$ cat src/rtl/rf_arb_pkg.sv
// Shared types and constants for the register-file write-port arbiter.
package rf_arb_pkg;

  localparam int unsigned DATA_W         = 16;
  localparam int unsigned ADDR_W         = 4;
  localparam int unsigned NUM_REGS       = 2 ** ADDR_W;
  localparam int unsigned DEF_FIFO_DEPTH = 2;
  localparam int unsigned TAG_W          = $clog2(2 * DEF_FIFO_DEPTH) + 1;

  typedef logic [TAG_W-1:0] tag_t;

  typedef struct packed {
    logic [ADDR_W-1:0] addr;
    logic [DATA_W-1:0] data;
    tag_t              tag;
  } wb_entry_t;

  // tag_a is older than tag_b when b is ahead of a by less than half the tag space
  function automatic logic older(tag_t tag_a, tag_t tag_b);
    tag_t diff;
    diff = tag_b - tag_a;
    return (diff != '0) && !diff[TAG_W-1];
  endfunction

endpackage

$ cat src/rtl/rf_wb_fifo.sv
// Per-requester writeback FIFO with a per-slot valid view for the pending mask.
module rf_wb_fifo
  import rf_arb_pkg::*;
#(
  parameter int unsigned FIFO_DEPTH = rf_arb_pkg::DEF_FIFO_DEPTH
) (
  input  logic                                 clk,
  input  logic                                 rst_n,
  input  logic                                 push_i,
  input  wb_entry_t                            entry_i,
  input  logic                                 pop_i,
  output wb_entry_t                            head_o,
  output logic                                 full_o,
  output logic                                 empty_o,
  output logic [FIFO_DEPTH-1:0]                vlds_o,
  output logic [FIFO_DEPTH-1:0][ADDR_W-1:0]    addrs_o
);

  localparam int unsigned PTR_W = $clog2(FIFO_DEPTH);

  wb_entry_t [FIFO_DEPTH-1:0] mem_q;
  logic [FIFO_DEPTH-1:0]      vld_q, vld_d;
  logic [PTR_W-1:0]           wr_ptr_q, rd_ptr_q;

  // Pop clears before push sets, so a full FIFO can pop and refill the same slot
  always_comb begin
    vld_d = vld_q;
    if (pop_i)  vld_d[rd_ptr_q] = 1'b0;
    if (push_i) vld_d[wr_ptr_q] = 1'b1;
  end

  always_ff @(posedge clk or negedge rst_n) begin
    if (!rst_n) begin
      mem_q    <= '0;
      vld_q    <= '0;
      wr_ptr_q <= '0;
      rd_ptr_q <= '0;
    end else begin
      vld_q <= vld_d;
      if (push_i) begin
        mem_q[wr_ptr_q] <= entry_i;
        wr_ptr_q        <= wr_ptr_q + PTR_W'(1);
      end
      if (pop_i) rd_ptr_q <= rd_ptr_q + PTR_W'(1);
    end
  end

  always_comb begin
    for (int unsigned i = 0; i < FIFO_DEPTH; i++) addrs_o[i] = mem_q[i].addr;
  end

  assign head_o  = mem_q[rd_ptr_q];
  assign full_o  = &vld_q;
  assign empty_o = ~|vld_q;
  assign vlds_o  = vld_q;

endmodule

$ cat src/rtl/rf_write_arbiter.sv
// Arbitrates ALU and load-return writebacks onto the single registered RF write port.
module rf_write_arbiter
  import rf_arb_pkg::*;
#(
  parameter int unsigned DATA_W     = rf_arb_pkg::DATA_W,
  parameter int unsigned ADDR_W     = rf_arb_pkg::ADDR_W,
  parameter int unsigned FIFO_DEPTH = rf_arb_pkg::DEF_FIFO_DEPTH
) (
  input  logic                  clk,
  input  logic                  rst_n,
  input  logic                  alu_vld,
  output logic                  alu_rdy,
  input  logic [ADDR_W-1:0]     alu_addr,
  input  logic [DATA_W-1:0]     alu_data,
  input  logic                  mem_vld,
  output logic                  mem_rdy,
  input  logic [ADDR_W-1:0]     mem_addr,
  input  logic [DATA_W-1:0]     mem_data,
  output logic                  rf_we,
  output logic [ADDR_W-1:0]     rf_dst_addr,
  output logic [DATA_W-1:0]     rf_dst,
  output logic [2**ADDR_W-1:0]  pend_mask,
  output logic                  idle
);

  logic                             alu_full, alu_empty, mem_full, mem_empty;
  logic                             alu_acc, mem_acc, gnt_alu, gnt_mem;
  wb_entry_t                        alu_in, mem_in, alu_head, mem_head, gnt_entry;
  logic [FIFO_DEPTH-1:0]            alu_vlds, mem_vlds;
  logic [FIFO_DEPTH-1:0][ADDR_W-1:0] alu_addrs, mem_addrs;

  tag_t              tag_q, tag_d;
  logic              rr_mem_q, rr_mem_d;
  logic              rf_we_q, rf_we_d;
  logic [ADDR_W-1:0] rf_addr_q, rf_addr_d;
  logic [DATA_W-1:0] rf_data_q, rf_data_d;

  assign alu_rdy = rst_n && !alu_full;
  assign mem_rdy = rst_n && !mem_full;
  assign alu_acc = alu_vld && alu_rdy;
  assign mem_acc = mem_vld && mem_rdy;

  // A same-edge load return takes the lower tag so it counts as older than the ALU result
  assign mem_in = '{addr: mem_addr, data: mem_data, tag: tag_q};
  assign alu_in = '{addr: alu_addr, data: alu_data, tag: tag_q + TAG_W'(mem_acc)};
  assign tag_d  = tag_q + TAG_W'(alu_acc) + TAG_W'(mem_acc);

  rf_wb_fifo #(.FIFO_DEPTH(FIFO_DEPTH)) u_alu_fifo (
    .clk(clk), .rst_n(rst_n), .push_i(alu_acc), .entry_i(alu_in), .pop_i(gnt_alu),
    .head_o(alu_head), .full_o(alu_full), .empty_o(alu_empty),
    .vlds_o(alu_vlds), .addrs_o(alu_addrs)
  );

  rf_wb_fifo #(.FIFO_DEPTH(FIFO_DEPTH)) u_mem_fifo (
    .clk(clk), .rst_n(rst_n), .push_i(mem_acc), .entry_i(mem_in), .pop_i(gnt_mem),
    .head_o(mem_head), .full_o(mem_full), .empty_o(mem_empty),
    .vlds_o(mem_vlds), .addrs_o(mem_addrs)
  );

  // WAW on the heads overrides round-robin so writes to one register retire in age order
  always_comb begin
    gnt_alu = 1'b0;
    gnt_mem = 1'b0;
    if (!alu_empty && !mem_empty) begin
      if (alu_head.addr == mem_head.addr) begin
        if (older(alu_head.tag, mem_head.tag)) gnt_alu = 1'b1;
        else                                   gnt_mem = 1'b1;
      end else if (rr_mem_q) begin
        gnt_mem = 1'b1;
      end else begin
        gnt_alu = 1'b1;
      end
    end else if (!alu_empty) begin
      gnt_alu = 1'b1;
    end else if (!mem_empty) begin
      gnt_mem = 1'b1;
    end
  end

  always_comb begin
    gnt_entry = gnt_mem ? mem_head : alu_head;
    rr_mem_d  = rr_mem_q;
    rf_we_d   = 1'b0;
    rf_addr_d = rf_addr_q;
    rf_data_d = rf_data_q;
    if (gnt_alu || gnt_mem) begin
      rr_mem_d  = gnt_alu;
      rf_we_d   = (gnt_entry.addr != '0);
      rf_addr_d = gnt_entry.addr;
      rf_data_d = gnt_entry.data;
    end
  end

  always_ff @(posedge clk or negedge rst_n) begin
    if (!rst_n) begin
      tag_q     <= '0;
      rr_mem_q  <= 1'b0;
      rf_we_q   <= 1'b0;
      rf_addr_q <= '0;
      rf_data_q <= '0;
    end else begin
      tag_q     <= tag_d;
      rr_mem_q  <= rr_mem_d;
      rf_we_q   <= rf_we_d;
      rf_addr_q <= rf_addr_d;
      rf_data_q <= rf_data_d;
    end
  end

  // Register 0 is never marked: it is never written
  always_comb begin
    pend_mask = '0;
    for (int unsigned i = 0; i < FIFO_DEPTH; i++) begin
      if (alu_vlds[i] && alu_addrs[i] != '0) pend_mask[alu_addrs[i]] = 1'b1;
      if (mem_vlds[i] && mem_addrs[i] != '0) pend_mask[mem_addrs[i]] = 1'b1;
    end
    if (rf_we_q) pend_mask[rf_addr_q] = 1'b1;
  end

  assign rf_we       = rf_we_q;
  assign rf_dst_addr = rf_addr_q;
  assign rf_dst      = rf_data_q;
  assign idle        = alu_empty && mem_empty && !rf_we_q;

endmodule

$ cat config.mk
export PLATFORM = sky130hd
export DESIGN_NAME = rf_write_arbiter
export DESIGN_NICKNAME = d
export VERILOG_FILES = /design/src/rtl/rf_arb_pkg.sv /design/src/rtl/rf_wb_fifo.sv /design/src/rtl/rf_write_arbiter.sv
export SDC_FILE = /design/constraint.sdc
export NUM_CORES = 1
export LEC_CHECK = 0
export ABC_AREA = 0
export CAP_MARGIN = 20
export CELL_PAD_IN_SITES_DETAIL_PLACEMENT = 0
export CELL_PAD_IN_SITES_GLOBAL_PLACEMENT = 1
export CORE_ASPECT_RATIO = 2
export CORE_MARGIN = 2
export CORE_UTILIZATION = 40
export DETAILED_ROUTE_END_ITERATION = 7
export PLACE_DENSITY_LB_ADDON = 0.1
export SYNTH_ARGS = -nofsm -noshare
export SYNTH_HDL_FRONTEND = slang
export SYNTH_HIERARCHICAL = 1
export SYNTH_SLANG_ARGS = --single-unit
$ cat constraint.sdc
create_clock -name clk -period 4.1 [get_ports clk]
set_clock_uncertainty 0.15 [all_clocks]
set_input_delay 0.82 -clock clk [delete_from_list [all_inputs] [get_ports clk]]
set_output_delay 0.82 -clock clk [all_outputs]
set_load 0.005 [all_outputs]
==> results of run 1 <==
-- cells by family (layout without fill, tap and decap cells) --
group / after synthesis / in the layout
simple gates: 128 / 128
mux: 158 / 158
compound gates: 84 / 84
xor+xnor: 11 / 11
fa+ha+maj: 6 / 6
buf+inv: 63 / 136
flops: 125 / 125
-- worst max-delay path, stage by stage (launching register included) --
cell and delay [ns]:
dfrtp_1 0.55, nand3b_1 0.32, nor3_1 0.74, a221oi_1 0.12
nand2_1 0.12, clkdlybuf4s50_1 0.51
-- power breakdown --
part	switching [W]	internal [W]	total [W]
Combinational	0.00179	0.00194	0.00373
Sequential	0.000644	0.00189	0.00254
Clock	0.000524	0.000928	0.00145
Total	0.00295	0.00476	0.00772
-- cells in the final DEF, fill, tap and decap left out, types with 3 or more instances in the layout --
| cell type | Yosys | routed |
|---|---|---|
| nand2_1 | 25 | 25 |
| clkbuf_8 | 0 | 3 |
| dfrtp_1 | 125 | 125 |
| nand3b_1 | 7 | 7 |
| nor3b_1 | 5 | 5 |
| clkbuf_16 | 0 | 17 |
| and2_1 | 4 | 4 |
| or3_1 | 6 | 6 |
| clkinv_2 | 0 | 3 |
| o32ai_1 | 4 | 4 |
| mux2i_1 | 20 | 20 |
| nor2b_1 | 7 | 5 |
| nor2_1 | 36 | 34 |
| a31oi_1 | 6 | 6 |
| o21ai_0 | 4 | 4 |
| inv_1 | 12 | 12 |
| o22ai_1 | 7 | 7 |
| nor4_1 | 4 | 4 |
| clkdlybuf4s50_1 | 0 | 82 |
| a21oi_1 | 21 | 21 |
| nor3_1 | 11 | 11 |
| xor2_1 | 11 | 11 |
| nand3_1 | 9 | 9 |
| ha_1 | 5 | 5 |
| o221a_1 | 20 | 20 |
| nand2b_1 | 8 | 8 |
| mux2_2 | 136 | 136 |
| buf_4 | 16 | 13 |
-- sequential cells by signal, indices dropped and copies added, names as in the netlist, 2 cells and up --
name                count
u_alu_fifo/vlds_o       2
u_mem_fifo/vlds_o       2
tag_q                   3
rf_dst                 16
u_alu_fifo/mem_q       38
u_mem_fifo/addrs_o      8
u_alu_fifo/addrs_o      8
u_mem_fifo/mem_q       38
rf_dst_addr             4
-- path summary, 6_finish.rpt --
path	to	slack (ns)
worst min-delay path	u_alu_fifo/mem_q[13]	0.19
worst max register to register	u_alu_fifo/rd_ptr_q	0.93
worst max-delay path	pend_mask[2]	0.36
min in group clk	u_mem_fifo/mem_q[29]	0.35
max in group asynchronous	u_mem_fifo/addrs_o[3]	1.91
worst min register to register	u_mem_fifo/mem_q[29]	0.35
-- routing by layer --
| layer | vias to the layer above | routed length (um) | track usage (%) |
|---|---|---|---|
| li1 | 2212 | - | - |
| met1 | 2441 | 6590 | 22.9 |
| met2 | 140 | 11600 | 44.2 |
| met3 | 57 | 648 | 4.86 |
| met4 | 0 | 1400 | 16.0 |
| met5 | - | 0 | 0 |
-- synth_stat cells (2+ instances only) --
| cell type | n | area, um^2 |
|---|---|---|
| o21ai_0 | 4 | 20.0 |
| nor2b_1 | 7 | 43.8 |
| a31oi_1 | 6 | 37.5 |
| o22ai_1 | 7 | 43.8 |
| mux2_2 | 136 | 1530 |
| o32a_1 | 2 | 20.0 |
| a22o_1 | 2 | 17.5 |
| buf_4 | 16 | 120 |
| xor2_1 | 11 | 96.3 |
| nor4_1 | 4 | 25.0 |
| mux2_1 | 2 | 22.5 |
| buf_6 | 10 | 113 |
| nand2_1 | 25 | 93.8 |
| inv_1 | 12 | 45.0 |
| o311ai_0 | 2 | 17.5 |
| nand2b_1 | 8 | 50.1 |
| or3b_2 | 2 | 17.5 |
| nor2_1 | 36 | 135 |
| o221a_1 | 20 | 225 |
| ha_1 | 5 | 62.6 |
| mux2i_1 | 20 | 200 |
| o22a_1 | 2 | 17.5 |
| a21oi_1 | 21 | 105 |
| or3_1 | 6 | 37.5 |
| nand3_1 | 9 | 45.0 |
| buf_2 | 12 | 60.1 |
| clkbuf_1 | 13 | 48.8 |
| a221oi_1 | 2 | 17.5 |
| and2_1 | 4 | 25.0 |
| dfrtp_1 | 125 | 3130 |
| o32ai_1 | 4 | 35.0 |
| nand3b_1 | 7 | 52.6 |
| nor3_1 | 11 | 55.1 |
| nor3b_1 | 5 | 37.5 |
| a22oi_1 | 2 | 15.0 |
| a21o_1 | 2 | 15.0 |
-- cell type report --
class | count | area, um^2 | area share (%)
multi-input combinational | 387 | 3260 | 39.8
sequential | 125 | 3130 | 38.3
timing repair buffer | 95 | 918 | 11.2
clock buffer | 22 | 474 | 5.80
tap | 207 | 259 | 3.17
clock inverter | 7 | 90.1 | 1.10
inverter | 12 | 45.0 | 0.551
-- metrics by stage --
step	cells	util (%)	total power, W
3_5_place_dp	826	45.6	0.00629
5_1_grt	855	49.0	0.00825
3_3_place_gp	826	45.6	0.00619
6_report	855	49.0	0.00772
4_1_cts	855	49.0	0.00779
2_1_floorplan	575	-	0.00507
==> results.py, run 1 <==
metrics = {
    "run_status": {
        "status": "finished, final reports clean",
    },
    "floorplanning": {
        "dieArea_mm2": 0.0180,
        "std_cell_rows": 67,
        "die_h_um": 188,
        "io_pins": 84,
        "coreArea_mm2": 0.0167,
        "start_util_pct": 40.5,
        "die_x_um": 95.9,
    },
    "sta": {
        "whs_ns": 0.185,
        "tns_ns": 0,
        "fin_crit_ns": 3.74,
        "worst_slew_pin_slew_ns": 0.930,
        "fin_ws_ns": 0.362,
        "setup_viol_count_final": 0,
        "post-route-period-util_pct": 91.2,
        "report.final.hold_viol_count": 0,
        "fmax_mhz": 268,
        "maxSlewViolCount": 0,
        "rsz0062_at_grt": "no",
        "relSlewSlack_pct": 37.4,
    },
    "worst_setup_path": {
        "r2r-start": "u_mem_fifo/rd_ptr_q",
        "crit_fanout": 10,
        "required_ns": 3.13,
        "crit_start": "u_mem_fifo/addrs_o[5]",
        "cp-end-kind": "output port",
        "ff2ff_path_depth": 10,
        "setup.worst_path.start_class": "register",
        "worstSetupPathType": "reg2out",
        "cp.arrival_ns": 2.77,
    },
    "drt": {
        "avgViaCountPerCell": 5.67,
        "first_iter_violations": 154,
        "drcViolationCount": 0,
        "wirelength_um": 20200,
        "firstDrtPassIters": 4,
        "vias": 4850,
        "wl_per_cell_um": 23.7,
        "antenna_left": 0,
    },
    "logic_synthesis": {
        "ys_ff_latch": 125,
        "synth_fa_ha_area_share_pct": 1.22,
        "syn_avg_cell_area_um2": 11.8,
        "ys.flop_type": "dfrtp_1",
        "syn_nets": 625,
        "synth_cells": 575,
        "async_flop_share_pct": 100,
        "yosysWarnings": 6,
        "synthMuxAreaShare_pct": 25.9,
        "netlist_area_mm2": 0.00676,
        "yosysSeqAreaShare_pct": 46.3,
        "synth_edf_count": 0,
        "yosys.area_share.simple_pct": 9.62,
        "synthXorXnorAreaFrac_pct": 1.43,
        "synth_compound_area_share_pct": 9.79,
        "synth_top_family_by_area": "multiplexers",
        "synth.distinct_cells": 49,
    },
    "global_routing": {
        "grt_pass1_wl_um": 31200,
        "track_usage_pct": 24.1,
        "grt_overflow": 0,
        "antenna_found_initial": 0,
        "grt_pass1_vias": 5268,
        "grt_max_degree": 72,
    },
    "clocking": {
        "numCtsBuffers": 17,
        "path_clk_slew_ns": 0.05,
        "root_buffer": "clkbuf_16",
        "ctsHoldBuffers": 0,
        "ctsHtreeMaxLevel": 4,
        "cts_tree": "done",
        "clockBufferDepth": 2,
        "clock_sinks": 125,
        "cts_resized": 0,
        "cts_setup_buffers": 0,
        "clk_latency_ns": 0.41,
    },
    "placed_design": {
        "io_buffers": 83,
        "hpwl_um": 14700,
        "placement.cell_area_mm2": 0.00761,
        "place_congestion": 0.942,
        "place_ws_ns": 0.853,
    },
    "final_layout": {
        "drive_gt1_share_pct": 28.7,
        "nets": 688,
        "fillerInstances": 1537,
        "final_area_mm2": 0.00817,
        "areaGrowthSynthToFinish_pct": 20.9,
        "antenna_cells": 0,
    },
    "power_and_ir_drop": {
        "leakagePower_nw": 3.38,
        "vdd_drop_max_mv": 0.352,
        "p_per_area_mw_per_mm2": 944,
    },
    "flow_run": {
        "maxCapViolations": 0,
    },
    "min_path": {
        "hold_path.class": "in2async",
    },
}
(Power assumes the default switching activity.)
==> run 2: changes to the inputs <==
==> constraint.sdc (replaced) <==
create_clock -name clk -period 4.1 [get_ports clk]
set_clock_uncertainty 0.15 [all_clocks]
set_input_delay 0.82 -clock clk [delete_from_list [all_inputs] [get_ports clk]]
set_output_delay 0.82 -clock clk [all_outputs]
set_load 0.02 [all_outputs]
==> run 2 against run 1 <==
Power increased by 3.8%. First-iteration DRC count increased by 22%. Setup slack got worse by 0.023 ns. Routed wire length increased by 0.71%.
==> results.py, run 2 (synthesized netlist as in run 1, its figures left out) <==
metrics = {
    "global_routing": {
        "antenna_found_initial": 0,
        "track_usage_pct": 24.1,
        "grt_max_degree": 61,
        "grt_pass1_vias": 5231,
        "grt_pass1_wl_um": 31000,
        "grt_overflow": 0,
    },
    "worst_setup_path": {
        "required_ns": 3.13,
        "crit_fanout": 8,
        "worstSetupPathType": "reg2out",
        "cp-end-kind": "output port",
        "setup.worst_path.start_class": "register",
        "reg2reg_slack_ns": 0.87,
        "cp.arrival_ns": 2.79,
    },
    "clocking": {
        "clock_sinks": 125,
        "root_buffer": "clkbuf_16",
        "clk_latency_ns": 0.42,
        "clockBufferDepth": 2,
        "ctsHoldBuffers": 0,
        "cts_resized": 0,
        "numCtsBuffers": 17,
        "ctsHtreeMaxLevel": 4,
        "cts_setup_buffers": 0,
        "path_clk_slew_ns": 0.05,
        "cts_tree": "done",
    },
    "sta": {
        "whs_ns": 0.166,
        "report.final.hold_viol_count": 0,
        "setup_viol_count_final": 0,
        "relSlewSlack_pct": 39.2,
        "fmax_mhz": 266,
        "tns_ns": 0,
        "worst_slew_pin_slew_ns": 0.910,
        "fin_crit_ns": 3.76,
        "post-route-period-util_pct": 91.7,
        "rsz0062_at_grt": "no",
        "maxSlewViolCount": 0,
    },
    "drt": {
        "firstDrtPassIters": 4,
        "first_iter_violations": 188,
        "wirelength_um": 20400,
        "vias": 4835,
        "avgViaCountPerCell": 5.64,
        "antenna_left": 0,
        "drcViolationCount": 0,
        "wl_per_cell_um": 23.7,
    },
    "final_layout": {
        "areaGrowthSynthToFinish_pct": 21.5,
        "final_area_mm2": 0.00822,
        "nets": 688,
        "final_common_cell": "mux2_2",
        "drive_gt1_share_pct": 29.2,
        "final_cell_mix": "mux2_2 (136), dfrtp_1 (125), clkdlybuf4s50_1 (82)",
        "antenna_cells": 0,
    },
    "min_path": {
        "hold_path.class": "in2async",
    },
    "floorplanning": {
        "coreArea_mm2": 0.0167,
        "die_x_um": 95.9,
        "io_pins": 84,
        "start_util_pct": 40.5,
        "dieArea_mm2": 0.0180,
        "std_cell_rows": 67,
        "die_h_um": 188,
    },
    "power_and_ir_drop": {
        "p_per_area_mw_per_mm2": 975,
        "leakagePower_nw": 3.39,
        "vdd_drop_max_mv": 0.432,
    },
    "placed_design": {
        "place_congestion": 1.01,
        "hpwl_um": 15000,
        "placement.cell_area_mm2": 0.00763,
        "io_buffers": 83,
    },
    "flow_run": {
        "maxCapViolations": 0,
    },
    "run_status": {
        "status": "finished, final reports clean",
    },
}
[run 2: layout make-up]
cell class / count / area, um^2
Clock buffer: 19 / 443
Clock inverter: 13 / 143
Fill cell: 1540 / 8470
Inverter: 12 / 45.0
Multi-Input combinational cell: 387 / 3260
Sequential cell: 125 / 3130
Tap cell: 207 / 259
Timing Repair Buffer: 95 / 943
[run 2: worst max-delay path, cell delays in order (launching register included)]
cell	delay, ns
dfrtp_1	0.52
inv_1	0.34
nor2_1	0.12
a22oi_1	0.52
o311ai_0	0.27
clkdlybuf4s50_1	0.61
[run 2: layer usage]
layer	vias up	GRT usage (%)	routed length, um	share of wire (%)
li1	2214	-	-	-
met1	2439	21.8	6520	32
met2	136	45.2	11900	58
met3	46	5.83	751	3.7
met4	0	15.0	1250	6.1
met5	-	0	0	0
[run 2: path summary, 6_finish.rpt]
kind	from	endpoint	cells past startpoint
worst max-delay path	u_alu_fifo/addrs_o[7]	pend_mask[9]	5
worst min-delay path	rst_n	u_alu_fifo/mem_q[36]	1
worst max register to register	u_mem_fifo/rd_ptr_q	u_alu_fifo/vlds_o[1]	11
worst min register to register	u_alu_fifo/mem_q[27]	u_alu_fifo/mem_q[27]	1
max in group asynchronous	rst_n	u_mem_fifo/wr_ptr_q	3
min in group clk	u_alu_fifo/mem_q[27]	u_alu_fifo/mem_q[27]	1
[run 2: through the flow]
| stage | std cells | total power, W | util (%) | worst slack (ns) |
|---|---|---|---|---|
| 5_1_grt | 858 | 0.00852 | 49.3 | 0.329 |
| 3_3_place_gp | 826 | 0.00648 | 45.7 | 0.882 |
| 6_report | 858 | 0.00801 | 49.3 | 0.339 |
| 2_1_floorplan | 575 | 0.00531 | - | 1.26 |
| 3_5_place_dp | 826 | 0.00656 | 45.7 | 0.906 |
| 4_1_cts | 858 | 0.00806 | 49.3 | 0.530 |
[run 2: report_power, final]
| part | switching (W) | internal [W] | total (W) |
|---|---|---|---|
| Clock | 0.000557 | 0.000911 | 0.00147 |
| Combinational | 0.00205 | 0.00196 | 0.00401 |
| Sequential | 0.000639 | 0.00189 | 0.00253 |
| Total | 0.00325 | 0.00476 | 0.00801 |
==> run 3: changes to the inputs <==
--- a/config.mk
+++ b/config.mk
@@ -9,9 +9,9 @@
 export CAP_MARGIN = 20
 export CELL_PAD_IN_SITES_DETAIL_PLACEMENT = 0
 export CELL_PAD_IN_SITES_GLOBAL_PLACEMENT = 1
-export CORE_ASPECT_RATIO = 2
 export CORE_MARGIN = 2
 export CORE_UTILIZATION = 40
+export CTS_CLUSTER_DIAMETER = 200
 export DETAILED_ROUTE_END_ITERATION = 7
 export PLACE_DENSITY_LB_ADDON = 0.1
 export SYNTH_ARGS = -nofsm -noshare
==> run 3 against run 2 <==
Cell count is 1.4% higher. Cell area is 0.32% higher. Fmax up 7.8%. Register-to-register slack better by 0.13 ns. Critical path depth did not move. Core utilization rose by 0.63 points. Die area down 0.35%. Highest routed layer unchanged.
==> results.py, run 3 (synthesized netlist as in run 1, its figures left out) <==
metrics = {
    "final_layout": {
        "antenna_cells": 0,
        "final_cell_mix": "mux2_2 (136), dfrtp_1 (125), clkdlybuf4s50_1 (82)",
        "areaGrowthSynthToFinish_pct": 21.9,
        "drive_gt1_share_pct": 29.1,
        "nets": 687,
        "final_common_cell": "mux2_2",
        "fillerInstances": 1474,
    },
    "global_routing": {
        "grt_pass1_wl_um": 28900,
        "grt_max_degree": 48,
        "track_usage_pct": 21.1,
        "grt_pass1_vias": 5067,
        "antenna_found_initial": 0,
        "grt_overflow": 0,
    },
    "worst_setup_path": {
        "cp.arrival_ns": 2.52,
        "ff2ff_path_depth": 9,
        "reg2reg_to": "u_alu_fifo/rd_ptr_q",
        "worstSetupPathType": "reg2out",
        "critPathMaxStageDelay_ns": 0.66,
        "setup.worst_path.start_class": "register",
        "r2r-start": "u_alu_fifo/rd_ptr_q",
        "cp-end-kind": "output port",
        "reg2reg_slack_ns": 1.00,
        "crit_chain": "or3b_2 > o21ai_0 > a31oi_1 > o311ai_0 > clkdlybuf4s50_1",
        "crit_fanout": 7,
        "critPathSlowestCell": "clkdlybuf4s50_1",
        "required_ns": 3.13,
    },
    "clocking": {
        "numCtsBuffers": 17,
        "clk_latency_ns": 0.40,
        "ctsHoldBuffers": 0,
        "clockBufferDepth": 2,
        "cts_resized": 0,
        "root_buffer": "clkbuf_16",
        "cts_setup_buffers": 0,
        "clock_sinks": 125,
        "path_clk_slew_ns": 0.06,
        "cts_tree": "done",
        "ctsHtreeMaxLevel": 4,
    },
    "power_and_ir_drop": {
        "leakagePower_nw": 3.41,
        "vdd_drop_max_mv": 0.414,
        "p_per_area_mw_per_mm2": 967,
    },
    "floorplanning": {
        "dieArea_mm2": 0.0180,
        "start_util_pct": 40.9,
        "std_cell_rows": 47,
        "coreArea_mm2": 0.0165,
        "io_pins": 84,
        "die_h_um": 134,
        "die_x_um": 134,
    },
    "sta": {
        "worst_slew_pin_slew_ns": 0.838,
        "fmax_mhz": 287,
        "setup_viol_count_final": 0,
        "maxSlewViolCount": 0,
        "rsz0062_at_grt": "no",
        "tns_ns": 0,
        "whs_ns": 0.352,
        "post-route-period-util_pct": 85.1,
        "fin_crit_ns": 3.49,
        "report.final.hold_viol_count": 0,
        "relSlewSlack_pct": 44.0,
    },
    "drt": {
        "vias": 4741,
        "antenna_left": 0,
        "avgViaCountPerCell": 5.45,
        "drcViolationCount": 0,
        "wirelength_um": 18000,
        "wl_per_cell_um": 20.7,
        "firstDrtPassIters": 4,
        "first_iter_violations": 234,
    },
    "run_status": {
        "status": "finished, final reports clean",
    },
    "min_path": {
        "hold_depth": 1,
        "hold_path.class": "reg2reg",
        "hold_end": "u_mem_fifo/mem_q[41]",
        "hold_start": "u_mem_fifo/mem_q[41]",
    },
    "placed_design": {
        "io_buffers": 83,
        "place_congestion": 0.834,
        "hpwl_um": 13100,
    },
    "flow_run": {
        "maxCapViolations": 0,
    },
}
run 3: cell type report:
type / count / area (um^2) / share of cell area, %
Timing Repair Buffer: 94 / 911 / 11.1
Inverter: 12 / 45.0 / 0.546
Clock inverter: 13 / 180 / 2.19
Clock buffer: 19 / 443 / 5.37
Sequential cell: 125 / 3130 / 37.9
Multi-Input combinational cell: 387 / 3260 / 39.6
Tap cell: 220 / 275 / 3.34
run 3: worst max-delay path, delay by kind of cell, from the launching register on:
kind | cells | cell delay (ns)
DFF | 1 | 0.51
AOI/OAI and AO/OA | 3 | 0.41
and+or+nand+nor | 1 | 0.54
buffers and inverters | 1 | 0.66
run 3: report_power, final:
group	switching [W]	leakage [nW]	internal, W
clock	0.000580	0.304	0.000990
sequential	0.000640	1.48	0.00189
combinational	0.00192	1.62	0.00194
run 3: per-layer routing:
| metal | part of all wire (%) | global-route usage (%) | vias to the layer above |
|---|---|---|---|
| met1 | 44 | 26.6 | 2358 |
| met4 | 2.8 | 8.10 | 0 |
| met5 | 0 | 0 | - |
| met3 | 4.1 | 4.31 | 29 |
| li1 | - | - | 2221 |
| met2 | 49 | 35.8 | 133 |
run 3: worst max path at each step:
stage                               startpoint                   end  slack [ns]  cells past startpoint
after floorplan            u_alu_fifo/rd_ptr_q   u_alu_fifo/rd_ptr_q        1.26                     12
after global placement                   rst_n  u_mem_fifo/mem_q[16]        0.96                      7
after detailed placement   u_mem_fifo/rd_ptr_q   u_alu_fifo/rd_ptr_q        1.00                      8
after CTS                 u_mem_fifo/vlds_o[1]         pend_mask[12]        0.58                      5
after global routing      u_mem_fifo/vlds_o[1]         pend_mask[12]        0.48                      5
final                     u_mem_fifo/vlds_o[1]         pend_mask[12]        0.61                      5
run 3: through the flow:
stage	total power (W)	setup slack (ns)	instances	utilization (%)	cell area, um^2
2_1_floorplan	0.00531	1.26	575	-	6760
3_5_place_dp	0.00643	1.00	838	46.1	7620
4_1_cts	0.00803	0.580	870	49.9	8240
3_3_place_gp	0.00635	0.964	838	46.1	7620
5_1_grt	0.00850	0.479	870	49.9	8240
6_report	0.00797	0.611	870	49.9	8240
